`src/rtl/keypad_scanner_pkg.sv`:
```
// -----------------------------------------------------------------------------
// keypad_pkg
//   Shared types and constants for the 4x4 matrix keypad scanner.
//   - KEYMAP      : hex code for each (row, column) position, Pmod KYPD layout
//   - scan_res_t  : classification of one complete four-row scan
//   - kp_state_t  : debounce state of the accepted key
// -----------------------------------------------------------------------------
package keypad_pkg;

  // Row 0 is the top row, column 0 is the leftmost column.
  localparam logic [3:0] KEYMAP [4][4] = '{
    '{4'h1, 4'h2, 4'h3, 4'hA},
    '{4'h4, 4'h5, 4'h6, 4'hB},
    '{4'h7, 4'h8, 4'h9, 4'hC},
    '{4'h0, 4'hF, 4'hE, 4'hD}
  };

  typedef enum logic [1:0] {
    NONE   = 2'd0,
    SINGLE = 2'd1,
    MULTI  = 2'd2
  } scan_res_t;

  typedef enum logic [1:0] {
    RELEASED        = 2'd0,
    PRESS_PENDING   = 2'd1,
    PRESSED         = 2'd2,
    RELEASE_PENDING = 2'd3
  } kp_state_t;

endpackage

```
`src/rtl/keypad_row_scanner.sv`:
```
// -----------------------------------------------------------------------------
// keypad_row_scanner
//   Drives the keypad rows one at a time (active-low), synchronises the column
//   lines, samples them once per row slot and classifies each complete scan.
//
//   Ports
//     clk        in   system clock, rising edge
//     rst_n      in   asynchronous active-low reset
//     col_in     in   [3:0] raw keypad columns, active-low, asynchronous
//     row_out    out  [3:0] row drive, exactly one bit low
//     scan_done  out  high for the single cycle that closes a scan (row 3 sample)
//     scan_res   out  NONE / SINGLE / MULTI for the scan closing this cycle
//     scan_code  out  [3:0] key code, meaningful when scan_res == SINGLE
// -----------------------------------------------------------------------------
module keypad_row_scanner
  import keypad_pkg::*;
#(
  parameter int SCAN_DIV = 100_000
) (
  input  logic       clk,
  input  logic       rst_n,
  input  logic [3:0] col_in,
  output logic [3:0] row_out,
  output logic       scan_done,
  output scan_res_t  scan_res,
  output logic [3:0] scan_code
);

  localparam int                 DIV_W    = $clog2(SCAN_DIV);
  localparam logic [DIV_W-1:0]   DIV_LAST = DIV_W'(SCAN_DIV - 1);

  logic [3:0]       col_meta;
  logic [3:0]       col_sync;
  logic [DIV_W-1:0] div;
  logic [1:0]       row_idx;
  logic [3:0]       row_q;

  // Accumulated over rows 0..2 of the current scan: count of low bits
  // (0, 1, or 2 meaning "many") and the position of the single one.
  logic [1:0]       acc_n;
  logic [1:0]       acc_r;
  logic [1:0]       acc_c;

  logic             sample;
  logic [1:0]       row_n;
  logic [1:0]       row_c;
  logic [2:0]       sum_n;
  logic [1:0]       tot_n;
  logic [1:0]       tot_r;
  logic [1:0]       tot_c;

  // Two-flop synchroniser; idle columns read high, so reset to all ones.
  // NOTE: sequential state uses non-blocking assignments so every flop
  // samples pre-edge values regardless of block ordering.
  always_ff @(posedge clk or negedge rst_n) begin
    if (!rst_n) begin
      col_meta <= 4'hF;
      col_sync <= 4'hF;
    end else begin
      col_meta <= col_in;
      col_sync <= col_meta;
    end
  end

  // The sample is taken on the last cycle of a row slot, which leaves the
  // preceding cycles for the keypad to settle and the synchroniser to fill.
  assign sample = (div == DIV_LAST);

  always_ff @(posedge clk or negedge rst_n) begin
    if (!rst_n) begin
      div     <= '0;
      row_idx <= 2'd0;
      row_q   <= 4'b1110;
    end else if (sample) begin
      div     <= '0;
      row_idx <= row_idx + 2'd1;
      row_q   <= {row_q[2:0], row_q[3]};
    end else begin
      div     <= div + DIV_W'(1);
    end
  end

  assign row_out = row_q;

  // Count the low columns of the row being sampled (saturating at 2).
  // NOTE: every signal written in always_comb gets a default first, so no
  // path leaves it unassigned and no latch is inferred.
  always_comb begin
    row_n = 2'd0;
    row_c = 2'd0;
    for (int c = 0; c < 4; c++) begin
      if (!col_sync[c]) begin
        if (row_n != 2'd2) row_n = row_n + 2'd1;
        row_c = 2'(c);
      end
    end
  end

  // Combine this row with the rows already seen in this scan.
  always_comb begin
    sum_n = {1'b0, acc_n} + {1'b0, row_n};
    tot_n = (sum_n >= 3'd2) ? 2'd2 : sum_n[1:0];
    tot_r = acc_r;
    tot_c = acc_c;
    if (row_n == 2'd1) begin
      tot_r = row_idx;
      tot_c = row_c;
    end
  end

  always_ff @(posedge clk or negedge rst_n) begin
    if (!rst_n) begin
      acc_n <= 2'd0;
      acc_r <= 2'd0;
      acc_c <= 2'd0;
    end else if (sample) begin
      if (row_idx == 2'd3) begin
        acc_n <= 2'd0;
        acc_r <= 2'd0;
        acc_c <= 2'd0;
      end else begin
        acc_n <= tot_n;
        acc_r <= tot_r;
        acc_c <= tot_c;
      end
    end
  end

  assign scan_done = sample && (row_idx == 2'd3);
  assign scan_code = KEYMAP[tot_r][tot_c];

  always_comb begin
    scan_res = MULTI;
    if (tot_n == 2'd0)      scan_res = NONE;
    else if (tot_n == 2'd1) scan_res = SINGLE;
  end

endmodule

```
`src/rtl/keypad_scanner.sv`:
```
// -----------------------------------------------------------------------------
// keypad_scanner
//   4x4 matrix keypad front end: row scanning, column synchronisation,
//   whole-scan debouncing and one hex key code per accepted press.
//   Rollover (two or more keys down) never produces a press.
//
//   Ports
//     clk        in   system clock, rising edge
//     rst_n      in   asynchronous active-low reset
//     col_in     in   [3:0] keypad columns, pulled up, active-low
//     row_out    out  [3:0] keypad rows, exactly one bit low
//     key_code   out  [3:0] code of the last accepted key (held)
//     key_valid  out  one-cycle pulse per accepted press
//     key_held   out  high while the accepted key is considered down
// -----------------------------------------------------------------------------
module keypad_scanner
  import keypad_pkg::*;
#(
  parameter int SCAN_DIV       = 100_000,
  parameter int DEBOUNCE_SCANS = 5
) (
  input  logic       clk,
  input  logic       rst_n,
  input  logic [3:0] col_in,
  output logic [3:0] row_out,
  output logic [3:0] key_code,
  output logic       key_valid,
  output logic       key_held
);

  localparam int               CNT_W      = $clog2(DEBOUNCE_SCANS + 1);
  localparam logic [CNT_W-1:0] CNT_TARGET = CNT_W'(DEBOUNCE_SCANS);

  logic             scan_done;
  scan_res_t        scan_res;
  logic [3:0]       scan_code;

  kp_state_t        state;
  kp_state_t        state_nxt;
  logic [CNT_W-1:0] cnt;
  logic [CNT_W-1:0] cnt_nxt;
  logic [CNT_W-1:0] cnt_inc;
  logic [3:0]       cand;
  logic [3:0]       cand_nxt;
  logic             match;
  logic             accept;
  logic             release_key;

  keypad_row_scanner #(
    .SCAN_DIV (SCAN_DIV)
  ) u_row_scanner (
    .clk       (clk),
    .rst_n     (rst_n),
    .col_in    (col_in),
    .row_out   (row_out),
    .scan_done (scan_done),
    .scan_res  (scan_res),
    .scan_code (scan_code)
  );

  // Scan counter saturates at the target so it can never wrap back to zero.
  assign cnt_inc = (cnt == CNT_TARGET) ? cnt : cnt + CNT_W'(1);
  assign match   = (scan_res == SINGLE) && (scan_code == cand);

  always_ff @(posedge clk or negedge rst_n) begin
    if (!rst_n) begin
      state <= RELEASED;
      cnt   <= '0;
      cand  <= 4'h0;
    end else begin
      state <= state_nxt;
      cnt   <= cnt_nxt;
      cand  <= cand_nxt;
    end
  end

  // The FSM only moves on the cycle that closes a scan.
  always_comb begin
    state_nxt   = state;
    cnt_nxt     = cnt;
    cand_nxt    = cand;
    accept      = 1'b0;
    release_key = 1'b0;
    if (scan_done) begin
      unique case (state)
        RELEASED: begin
          if (scan_res == SINGLE) begin
            cand_nxt = scan_code;
            cnt_nxt  = CNT_W'(1);
            if (DEBOUNCE_SCANS == 1) begin
              state_nxt = PRESSED;
              accept    = 1'b1;
            end else begin
              state_nxt = PRESS_PENDING;
            end
          end
        end
        PRESS_PENDING: begin
          if (match) begin
            cnt_nxt = cnt_inc;
            if (cnt_inc >= CNT_TARGET) begin
              state_nxt = PRESSED;
              accept    = 1'b1;
            end
          end else begin
            state_nxt = RELEASED;
            cnt_nxt   = '0;
          end
        end
        PRESSED: begin
          if (!match) begin
            state_nxt = RELEASE_PENDING;
            cnt_nxt   = CNT_W'(1);
          end
        end
        RELEASE_PENDING: begin
          if (scan_res == NONE) begin
            cnt_nxt = cnt_inc;
            if (cnt_inc >= CNT_TARGET) begin
              state_nxt   = RELEASED;
              cnt_nxt     = '0;
              release_key = 1'b1;
            end
          end else if (match) begin
            // The same key came back: resume without a second key_valid.
            state_nxt = PRESSED;
          end else begin
            cnt_nxt = '0;
          end
        end
        default: begin
          state_nxt = RELEASED;
          cnt_nxt   = '0;
        end
      endcase
    end
  end

  always_ff @(posedge clk or negedge rst_n) begin
    if (!rst_n) begin
      key_code  <= 4'h0;
      key_valid <= 1'b0;
      key_held  <= 1'b0;
    end else begin
      key_valid <= accept;
      if (accept) begin
        key_code <= cand_nxt;
        key_held <= 1'b1;
      end else if (release_key) begin
        key_held <= 1'b0;
      end
    end
  end

endmodule

```
`config.mk`:
```
export PLATFORM = sky130hd
export DESIGN_NAME = keypad_scanner
export DESIGN_NICKNAME = d
export VERILOG_FILES = /design/src/rtl/keypad_scanner_pkg.sv /design/src/rtl/keypad_row_scanner.sv /design/src/rtl/keypad_scanner.sv
export SDC_FILE = /design/constraint.sdc
export NUM_CORES = 1
export LEC_CHECK = 0
export CAP_MARGIN = 20
export CORE_ASPECT_RATIO = 1.4
export CORE_MARGIN = 8
export CORE_UTILIZATION = 35
export DETAILED_ROUTE_END_ITERATION = 6
export PLACE_DENSITY = 0.59
export SYNTH_ARGS = -nofsm -noshare
export SYNTH_HDL_FRONTEND = slang
export SYNTH_SLANG_ARGS = --single-unit
```
`constraint.sdc`:
```
create_clock -name clk -period 6.5 [get_ports clk]
set_clock_uncertainty 0.05 [all_clocks]
set_input_delay 0.975 -clock clk [delete_from_list [all_inputs] [get_ports clk]]
set_output_delay 0.975 -clock clk [all_outputs]
set_load 0.1 [all_outputs]
```
After elaboration in Yosys (flattened, before gate mapping)
Index checks and enable logic that the tools add are counted.
{ "totals": {"register_bits": 52, "out_inout_bits": 10, "wordCells": 107} }
{ "classes": {"addsub": 7, "n_lt_le_gt_ge": 4, "n_eq_ne": 19, "mux": 53, "n_bitwise": 2, "n_reduce_logical": 8} }
{ "ops": {"columns": ["cell", "n"], "rows": [
  ["2-bit 2-to-1 mux", 23],
  ["16-bit binary-select mux with 2-bit select", 1],
  ["16-bit 2-to-1 mux", 2],
  ["3-bit 2-to-1 mux", 7],
  ["4-bit 2-to-1 mux", 5],
  ["17-bit by 1-bit adder with 17-bit output, second input constant", 1],
  ["17-bit == test, second input constant", 1],
  ["17-bit 2-to-1 mux", 1],
  ["3-bit != test, second input constant", 4],
  ["3-bit case mux with 4 select lines", 1],
  ["1-bit 2-to-1 mux", 11],
  ["3-bit >= comparator, second input constant", 3],
  ["4-bit binary-select mux with 2-bit select", 1],
  ["2-bit by 1-bit == test with 1-bit output, second input constant", 4],
  ["2-bit != test, second input constant", 4],
  ["2-bit case mux with 4 select lines", 1],
  ["2-bit by 1-bit adder with 2-bit output, second input constant", 3],
  ["2-bit == test, second input constant", 3],
  ["2-bit logical NOT", 3],
  ["2-bit NOT with 3-bit output", 2],
  ["6-bit AND reduction", 1],
  ["4-bit == test", 1],
  ["4-bit AND reduction", 1],
  ["2-bit by 2-bit adder with 3-bit output", 1],
  ["7 further kinds", 8]
]} }

Longest topological paths before layout
Gate-level depths: netlist (run 1).
{ "depth": {"depth_word": 25, "mapped_depth": 18, "ltp_nobuf": 17} }

Cells and area by module
From an unflattened synthesis (run 1), not the netlist that was laid out.
{ "unflattened": {"hier_cells": 255, "hier_area_um2": 2717.6} }
{ "modules_own_cells": {"columns": ["module", "n_inst", "cells_each", "area_per_inst_um2", "seq_area_each_um2"], "rows": [
  ["keypad_row_scanner", 1, 173, 1833.0, 939.7],
  ["keypad_scanner", 1, 82, 884.6, 375.4]
]} }

Least setup slack after synthesis (run 1)
No wires, ideal clock.
{ "synth_path": {"kind": "reg-to-reg", "from": "reg u_row_scanner.col_sync[1]", "to": "reg key_code[0]", "t_arrival_ps": 4576, "path_slack_ps": 1748, "path_stages_with_launch": 18, "n_path_buf": 2, "period_less_slack_ps": 4752, "cell_sequence": "dfstp_2 -> inv_1 -> ha_1 -> mux2i_1 -> ha_1 -> or3b_4 -> and4_1 -> or2_1 -> buf_6 -> ha_1 -> inv_1 -> or4_1 -> o221ai_4 -> xnor2_1 -> or4_4 -> buf_6 -> nor3_4 -> mux2_4"} }
{ "synth_between": {"elab_chain_cells": 21, "elab_cells_between_ends": 39} }
{ "synth_lines": {"columns": ["element", "line", "rtl"], "rows": [
  ["start, declared", "keypad_row_scanner.sv:33", "logic [3:0] col_sync;"],
  ["start signal, assigned", "keypad_row_scanner.sv:61", "col_sync <= col_meta;"],
  ["2-bit 2-to-1 mux", "keypad_row_scanner.sv:92", "if (!col_sync[c]) begin"],
  ["2-bit by 1-bit adder with 2-bit output or 2-bit != test (tied branches)", "keypad_row_scanner.sv:93", "if (row_n != 2'd2) row_n = row_n + 2'd1;"],
  ["2-bit 2-to-1 mux", "keypad_row_scanner.sv:93", null],
  ["2-bit 2-to-1 mux", "keypad_row_scanner.sv:92", null],
  ["2-bit by 1-bit adder with 2-bit output or 2-bit != test (tied branches)", "keypad_row_scanner.sv:93", null],
  ["2-bit 2-to-1 mux", "keypad_row_scanner.sv:93", null],
  ["2-bit 2-to-1 mux", "keypad_row_scanner.sv:92", null],
  ["2-bit by 1-bit == test with 1-bit output", "keypad_row_scanner.sv:105", "if (row_n == 2'd1) begin"],
  ["[... 5 more ...]", null, null],
  ["4-bit binary-select mux with 2-bit select", "keypad_row_scanner.sv:130", "assign scan_code = KEYMAP[tot_r][tot_c];"],
  ["4-bit 2-to-1 mux (implied by the code) (2 in series)", "keypad_row_scanner.sv:130", null],
  ["4-bit == test", "keypad_scanner.sv:63", "assign match = (scan_res == SINGLE) && (scan_code == cand);"],
  ["1-bit logical AND *", "keypad_scanner.sv:63", null],
  ["1-bit 2-to-1 mux *", "keypad_scanner.sv:99", "if (match) begin"],
  ["1-bit 2-to-1 mux *", "keypad_scanner.sv:85", "unique case (state)"],
  ["1-bit 2-to-1 mux *", "keypad_scanner.sv:84", "if (scan_done) begin"],
  ["net accept", "keypad_scanner.sv:46", "logic accept;"],
  ["end signal, assigned", "keypad_scanner.sv:147", "key_code <= cand_nxt;"],
  ["end, declared", "keypad_scanner.sv:26", "output logic [3:0] key_code,"]
]} }
Mark *: on every way through the listed nets, which the timed path passes. The rest lies on a longest branch. The select of a mux whose other input is x is not followed.
A chain may end at the register's enable or synchronous reset.

Worst setup path after layout (run 1)
{ "layout_path": {"from": "reg u_row_scanner.col_sync[1]", "to": "reg key_code[1]"} }
The elaborated chain is that of the path after synthesis.

==> impl_results.md, run 1 <==
- YS warnings: 0
- Worst Path Max Fanout: 6
- Total routing usage reported by global routing: 10.5%
- Measured slew at the worst slew-check pin: 0.983 ns
- Number of fillers in the final layout: 800
- Crit path launch type: register
- Unrepaired setup endpoints after global routing: false
- Number of flops mapped to enable cells by yosys: 0
- Insertion delay to the later sink of the worst-skew pair: 0.30 ns
- Pins Over Slew Limit: 0
- Post-Syn Nets: 303
- CTS H-tree lvls: 2
- Fin nets: 317
- Total core area: 8000 µm²
- Unique masters post-synth: 59
- Hold Buf Count CTS: 0
- Reg2Reg Depth: 15
- Clock transition at path regs: 0.07 ns
- WP data arrival: 5.10 ns
- Die X: 92.2 µm
- Fraction of layout instances using a drive strength above 1: 12.3%
- GPL Wtd Cong: 0.839
- Mean area per synthesized cell: 9.94 µm²
- Relative slew slack: 34.2%
- Final ANT Viol Nets: 0
- Worst setup endpoint: key_code[1]$_DFFE_PN0P_
- Ports: 16
- Worst r2r src: u_row_scanner.col_sync[1]$_DFF_PN1_
- Initial antenna violation count: 0
- Number of port buffers: 15
- PD cells: 201 nW/µm²
- Reg2Reg Setup Slack: 1.53 ns
- Post-Syn Area: 2840 µm²
- Area Overhead vs Synth: 12.9%
- Place WS: 1.57 ns
- Placed inst area: 3060 µm²
- Largest family of logic cells by synthesized area: simple AND/OR/NAND/NOR gates
- Number of remaining DRC errors: 0
- Final HPWL DP: 4060 µm
- Postcts setup bufs: 0
- Final setup viols: 0
- Synth Area in Compound Gates: 13.9%
- Cell count after placement: 395
- Final hold vios: 0
- Synth Flop Type: dfrtp_1
- Final Non-Filler Cells: 403
- Vias/cell: 5.07
- Overall routed net length: 5640 µm
- CTS tree: done
- Sequential area share after synthesis: 46.3%
- Tmin final: 4.97 ns
- Max_cap viols: 0
- Reg2reg end: key_code[1]$_DFFE_PN0P_
- Clk Tree Root Cell: clkbuf_16
- Crit end category: register
- Fin crit share: 76.4%
- Mux share of post-synthesis cell area: 3.26%
- Cell area after layout: 3210 µm²
- Clk sink count: 52
- Status: finished, final reports clean
- Remaining Overflow, GRT: 0
- Required time of the critical path: 6.63 ns
- Most frequent cells in the layout: nand2_1 (43), dfrtp_1 (41), nor2_1 (22)
- Detailed Routing Iterations Pass 1: 4
- Vias: 2,042
- Maximum VDD drop: 0.100 mV
- FF+latch count, synth: 52
- CP Launch Point: u_row_scanner.col_sync[1]$_DFF_PN1_
- Worst Slack Setup Final: 1.53 ns
- Rows: 39
- Die ar.: 11,300 µm²
- Post_cts resized: 0
- Leak: 1.43 nW
- Fraction of registers with async set/reset: 100%
- Pin count of the biggest net entering global routing: 53
- Vias in the first global route: 1,976
- Commonest non-fill, non-tap cell in the layout: nand2_1
- XOR/XNOR Fraction of Synth Area: 5.55%
- Tightest hold margin: 0.306 ns
- Iteration-0 DRC Markers: 86
- Fmax: 0.201 GHz
- First-pass GRT wire length: 9520 µm
- Initial core utilization: 35.5%
- WS Path Type: reg2reg
- Die H: 123 µm
- Area share of fa/ha/maj cells after synthesis: 5.11%
- Cts bufs inserted: 5
- Worst-case clock buffer depth: 2
- # diodes: 0
- Worst hold-check path type: reg2reg
- Post-Synth Simple-Gate Area: 22.1%
- Avg WL per Cell: 14.0 µm
- Setup tns final: 0 ns
- Post-synthesis cell count: 286
==> registers in the layout, indices dropped and copies added, names as in the netlist <==
register	cells
u_row_scanner.acc_c	2
u_row_scanner.div	17
u_row_scanner.col_sync	4
u_row_scanner.row_out	4
u_row_scanner.row_idx	2
cand	4
cnt	3
u_row_scanner.col_meta	4
u_row_scanner.acc_r	2
key_held	1
key_valid	1
key_code	4
u_row_scanner.acc_n	2
state	2
==> how the worst min path moves through the flow <==
stage          slack, ns                                start                                   to  cells past startpoint
2_1_floorplan       0.30  u_row_scanner.col_meta[0]$_DFF_PN1_  u_row_scanner.col_sync[0]$_DFF_PN1_                      0
3_3_place_gp        0.30  u_row_scanner.col_meta[2]$_DFF_PN1_  u_row_scanner.col_sync[2]$_DFF_PN1_                      0
3_5_place_dp        0.30  u_row_scanner.col_meta[0]$_DFF_PN1_  u_row_scanner.col_sync[0]$_DFF_PN1_                      0
4_1_cts             0.31  u_row_scanner.col_meta[0]$_DFF_PN1_  u_row_scanner.col_sync[0]$_DFF_PN1_                      0
5_1_grt             0.31  u_row_scanner.col_meta[3]$_DFF_PN1_  u_row_scanner.col_sync[3]$_DFF_PN1_                      0
6_report            0.31  u_row_scanner.col_meta[1]$_DFF_PN1_  u_row_scanner.col_sync[1]$_DFF_PN1_                      0
==> cell usage after synthesis (all sizes together) (4+ instances only) <==
master | count | area share (%)
nand2 | 43 | 5.7
dfrtp | 41 | 36
nor2 | 22 | 2.9
nand3 | 14 | 2.5
xnor2 | 14 | 4.3
inv | 13 | 1.7
a21oi | 12 | 2.1
dfstp | 11 | 10
ha | 10 | 4.4
o21ai | 10 | 1.8
mux2 | 6 | 2.9
nor3 | 6 | 1.5
and2 | 5 | 1.1
and3 | 5 | 1.1
clkbuf | 5 | 0.66
o22ai | 5 | 1.1
a211oi | 4 | 1.1
buf | 4 | 1.5
nand4 | 4 | 0.88
o221ai | 4 | 2.1
xor2 | 4 | 1.2
==> worst max-delay path: stages (launching register included) <==
cell	delay, ns
dfstp_2	0.56
inv_1	0.05
ha_1	0.31
mux2i_1	0.21
ha_1	0.30
or3b_4	0.42
and4_1	0.24
or2_1	0.33
ha_1	0.32
inv_1	0.04
or4_1	0.57
o221ai_4	0.10
xnor2_1	0.09
or4_4	0.59
nor3_4	0.32
mux2_4	0.33
==> metal layers <==
metal	wire [µm]	share of wire, %	GRT usage, %	vias up
met5	0	0	0	-
met4	180	3.2	6.88	0
met3	84	1.5	1.65	12
met2	2940	52	18.5	19
met1	2430	43	11.4	972
li1	-	-	-	1039
==> through the flow <==
stage | power (mW) | util [%]
global route | 0.673 | 40.1
global placement | 0.386 | 38.3
finish | 0.646 | 40.1
CTS | 0.653 | 40.1
detailed placement | 0.387 | 38.3
floorplan | 0.370 | -
==> where the power goes <==
part           total (mW)  internal [mW]  switching [mW]
clock network       0.266          0.144           0.122
logic              0.0494         0.0194          0.0300
registers           0.331          0.328         0.00272
total               0.646          0.491           0.155
==> cell type report <==
class	instances	area (µm²)	share of cell area, %
clock inverters	3	21.3	0.663
flip-flops and latches	52	1320	41.0
repair buffers	16	153	4.76
inverters	13	48.8	1.52
multi-input cells	212	1420	44.2
well taps	102	128	3.98
clock buffers	5	125	3.90
==> cell families (layout without fill, tap and decap cells) <==
kind of cell,Yosys count,count (layout)
XOR/XNOR,18,18
AND/OR/NAND/NOR,122,122
buffers and inverters,22,37
multiplexers,7,7
adder cells (fa/ha/maj),11,11
flip-flops,52,52
AO/OA/AOI/OAI,54,54
(Power assumes the default switching activity.)
==> run 2, diff against run 1 <==
==> constraint.sdc (replaced) <==
create_clock -name clk -period 4.8 [get_ports clk]
set_clock_uncertainty 0.05 [all_clocks]
set_input_delay 0.72 -clock clk [delete_from_list [all_inputs] [get_ports clk]]
set_output_delay 0.72 -clock clk [all_outputs]
set_load 0.1 [all_outputs]
==> impl_results.md, run 2 (synthesized netlist as in run 1, its figures left out) <==
- Placed inst area: 3080 µm² (+0.49%)
- Area Overhead vs Synth: 15.8%
- CTS tree: done
- Clock transition at path regs: 0.06 ns (about the same)
- Final ANT Viol Nets: 0 (unchanged)
- Measured slew at the worst slew-check pin: 0.976 ns (-0.00725 ns)
- Fraction of layout instances using a drive strength above 1: 14.6% (+2.3 points)
- Required time of the critical path: 4.92 ns (-1.71 ns)
- Final setup viols: 0 (unchanged)
- PD cells: 271 nW/µm² (+34%)
- Iteration-0 DRC Markers: 72 (-16%)
- # diodes: 0 (unchanged)
- WS Path Type: reg2reg
- Clk sink count: 52 (unchanged)
- Clk Tree Root Cell: clkbuf_16
- Tmin final: 4.64 ns (-0.323 ns)
- Reg2Reg Setup Slack: 0.16 ns (-1.38 ns)
- Reg2reg end: key_code[0]$_DFFE_PN0P_
- Initial core utilization: 35.5% (unchanged)
- Rows: 39 (unchanged)
- Vias in the first global route: 2,120 (+7.3%)
- Commonest non-fill, non-tap cell in the layout: nand2_1
- Die ar.: 11,300 µm² (unchanged)
- Worst r2r src: u_row_scanner.col_sync[1]$_DFF_PN1_
- Worst-case clock buffer depth: 2 (unchanged)
- Remaining Overflow, GRT: 0 (unchanged)
- Insertion delay to the later sink of the worst-skew pair: 0.29 ns (about the same)
- Detailed Routing Iterations Pass 1: 4 (unchanged)
- Die X: 92.2 µm (unchanged)
- Status: finished, final reports clean
- Final HPWL DP: 4000 µm (-1.6%)
- Total core area: 8000 µm² (unchanged)
- Ports: 16 (unchanged)
- Maximum VDD drop: 0.135 mV (+34%)
- Most used cell, CP: ha_1
- GPL Wtd Cong: 0.838 (-0.15%)
- Hold Buf Count CTS: 0 (unchanged)
- Relative slew slack: 34.7% (+0.49 points)
- Pins Over Slew Limit: 0 (unchanged)
- Crit path launch type: register
- Pin count of the biggest net entering global routing: 53 (unchanged)
- Final hold vios: 0 (unchanged)
- Total routing usage reported by global routing: 10.5% (+0.030 points)
- Fin crit share: 96.7% (+20 points)
- Number of remaining DRC errors: 0 (unchanged)
- Number of port buffers: 15 (unchanged)
- Worst Path Max Fanout: 6 (unchanged)
- Slowest CP cell: dfstp_2
- Vias/cell: 5.16 (+1.8%)
- Reg2Reg Depth: 17 (+2)
- Top Family by Delay on Critical Path: simple AND/OR/NAND/NOR gates
- Max reg flops: 17 (unchanged)
- First-pass GRT wire length: 9760 µm (+2.5%)
- Critical-path cell list: inv_1 -> ha_1 -> mux2i_1 -> ha_1 -> or3b_4 -> nand3_1 -> mux2_2 -> inv_2 -> ha_1 -> inv_1 -> or4_4 -> o221ai_4 -> xnor2_1 -> or4_4 -> nor3_4 -> buf_6 -> mux2_4
- Overall routed net length: 5510 µm (-2.2%)
- Vias: 2,115 (+3.6%)
- Final Util: 41.2% (+1.0 points)
- Fmax: 0.215 GHz (+7.0%)
- Worst Hold Path EP: u_row_scanner.col_sync[0]$_DFF_PN1_
- WP buf/inv: 4 (+2)
- Min-Delay Startpoint: u_row_scanner.col_meta[0]$_DFF_PN1_
- Leak: 1.47 nW (+2.7%)
- CP max stage delay: 0.56 ns (-0.03 ns)
- Cell area after layout: 3290 µm² (+2.6%)
- Fin nets: 324 (+2.2%)
- Min-Delay Path Depth: 0 (unchanged)
- Max_cap viols: 0 (unchanged)
- CTS H-tree lvls: 2 (unchanged)
- Crit end category: register
- Initial antenna violation count: 0 (unchanged)
- Die H: 123 µm (unchanged)
- Most frequent cells in the layout: nand2_1 (43), dfrtp_1 (41), nor2_1 (22)
- Avg WL per Cell: 13.4 µm (-3.9%)
- Worst hold-check path type: reg2reg
- Largest Register: u_row_scanner.div
- WP data arrival: 4.77 ns (-0.33 ns)
- Cts bufs inserted: 5 (unchanged)
run 2: cell types whose count changed in the layout (fill, tap and decap cells not counted), sizes merged:
cell	previous run	this run
clkinvlp	1	0
inv	14	13
clkbuf	5	7
buf	2	9
run 2: power by group:
group          switching [mW]  internal (mW)
registers             0.00359          0.445
logic                  0.0409         0.0298
clock network           0.148          0.224
run 2: metal layers:
metal	vias to the layer above	wire, µm	global-route usage (%)
li1	1058	-	-
met1	1028	2290	11.4
met2	15	2970	19.4
met3	14	91	1.47
met4	0	151	5.56
met5	-	0	0
run 2: worst max-delay path by stage:
| stage | to | cells past startpoint | from | slack (ns) |
|---|---|---|---|---|
| 2_1_floorplan | key_code[0]$_DFFE_PN0P_ | 17 | u_row_scanner.col_sync[1]$_DFF_PN1_ | 0.05 |
| 3_3_place_gp | key_code[0]$_DFFE_PN0P_ | 15 | u_row_scanner.col_sync[1]$_DFF_PN1_ | 0.08 |
| 3_5_place_dp | key_code[0]$_DFFE_PN0P_ | 15 | u_row_scanner.col_sync[1]$_DFF_PN1_ | 0.03 |
| 4_1_cts | key_code[0]$_DFFE_PN0P_ | 16 | u_row_scanner.col_sync[1]$_DFF_PN1_ | 0.02 |
| 5_1_grt | key_code[1]$_DFFE_PN0P_ | 17 | u_row_scanner.col_sync[1]$_DFF_PN1_ | -0.06 |
| 6_report | key_code[0]$_DFFE_PN0P_ | 17 | u_row_scanner.col_sync[1]$_DFF_PN1_ | 0.16 |
run 2: cell type report:
type,instances,area (µm²)
fillers,766,4710
multi-input cells,212,1430
flip-flops and latches,52,1320
repair buffers,23,209
clock buffers,7,154
well taps,102,128
inverters,13,48.8
clock inverters,1,5.00
run 2: timing repair:
item	CTS	global route
gates resized for setup	0	4
pin swaps	1	3
setup endpoints to repair	1	9
setup buffers	3	2
run 2: metrics by stage:
stage          TNS, ns  power [mW]  worst slack (ns)  std cells  hold WS, ns
3_3_place_gp         0       0.522            0.0776        397        0.296
5_1_grt         -0.317       0.928           -0.0590        410        0.310
6_report             0       0.891             0.158        410        0.306
3_5_place_dp         0       0.523            0.0310        397        0.298
4_1_cts              0       0.901            0.0165        408        0.307
2_1_floorplan        0       0.501            0.0479        286        0.295
==> run 3, diff against run 2 <==
--- a/config.mk
+++ b/config.mk
@@ -9,6 +9,7 @@
 export CORE_ASPECT_RATIO = 1.4
 export CORE_MARGIN = 8
 export CORE_UTILIZATION = 35
+export CTS_CLUSTER_SIZE = 8
 export DETAILED_ROUTE_END_ITERATION = 6
 export PLACE_DENSITY = 0.59
 export SYNTH_ARGS = -nofsm -noshare
==> results of run 3 <==
Same layout as run 2: the final DEF is identical, and so are final timing and power.
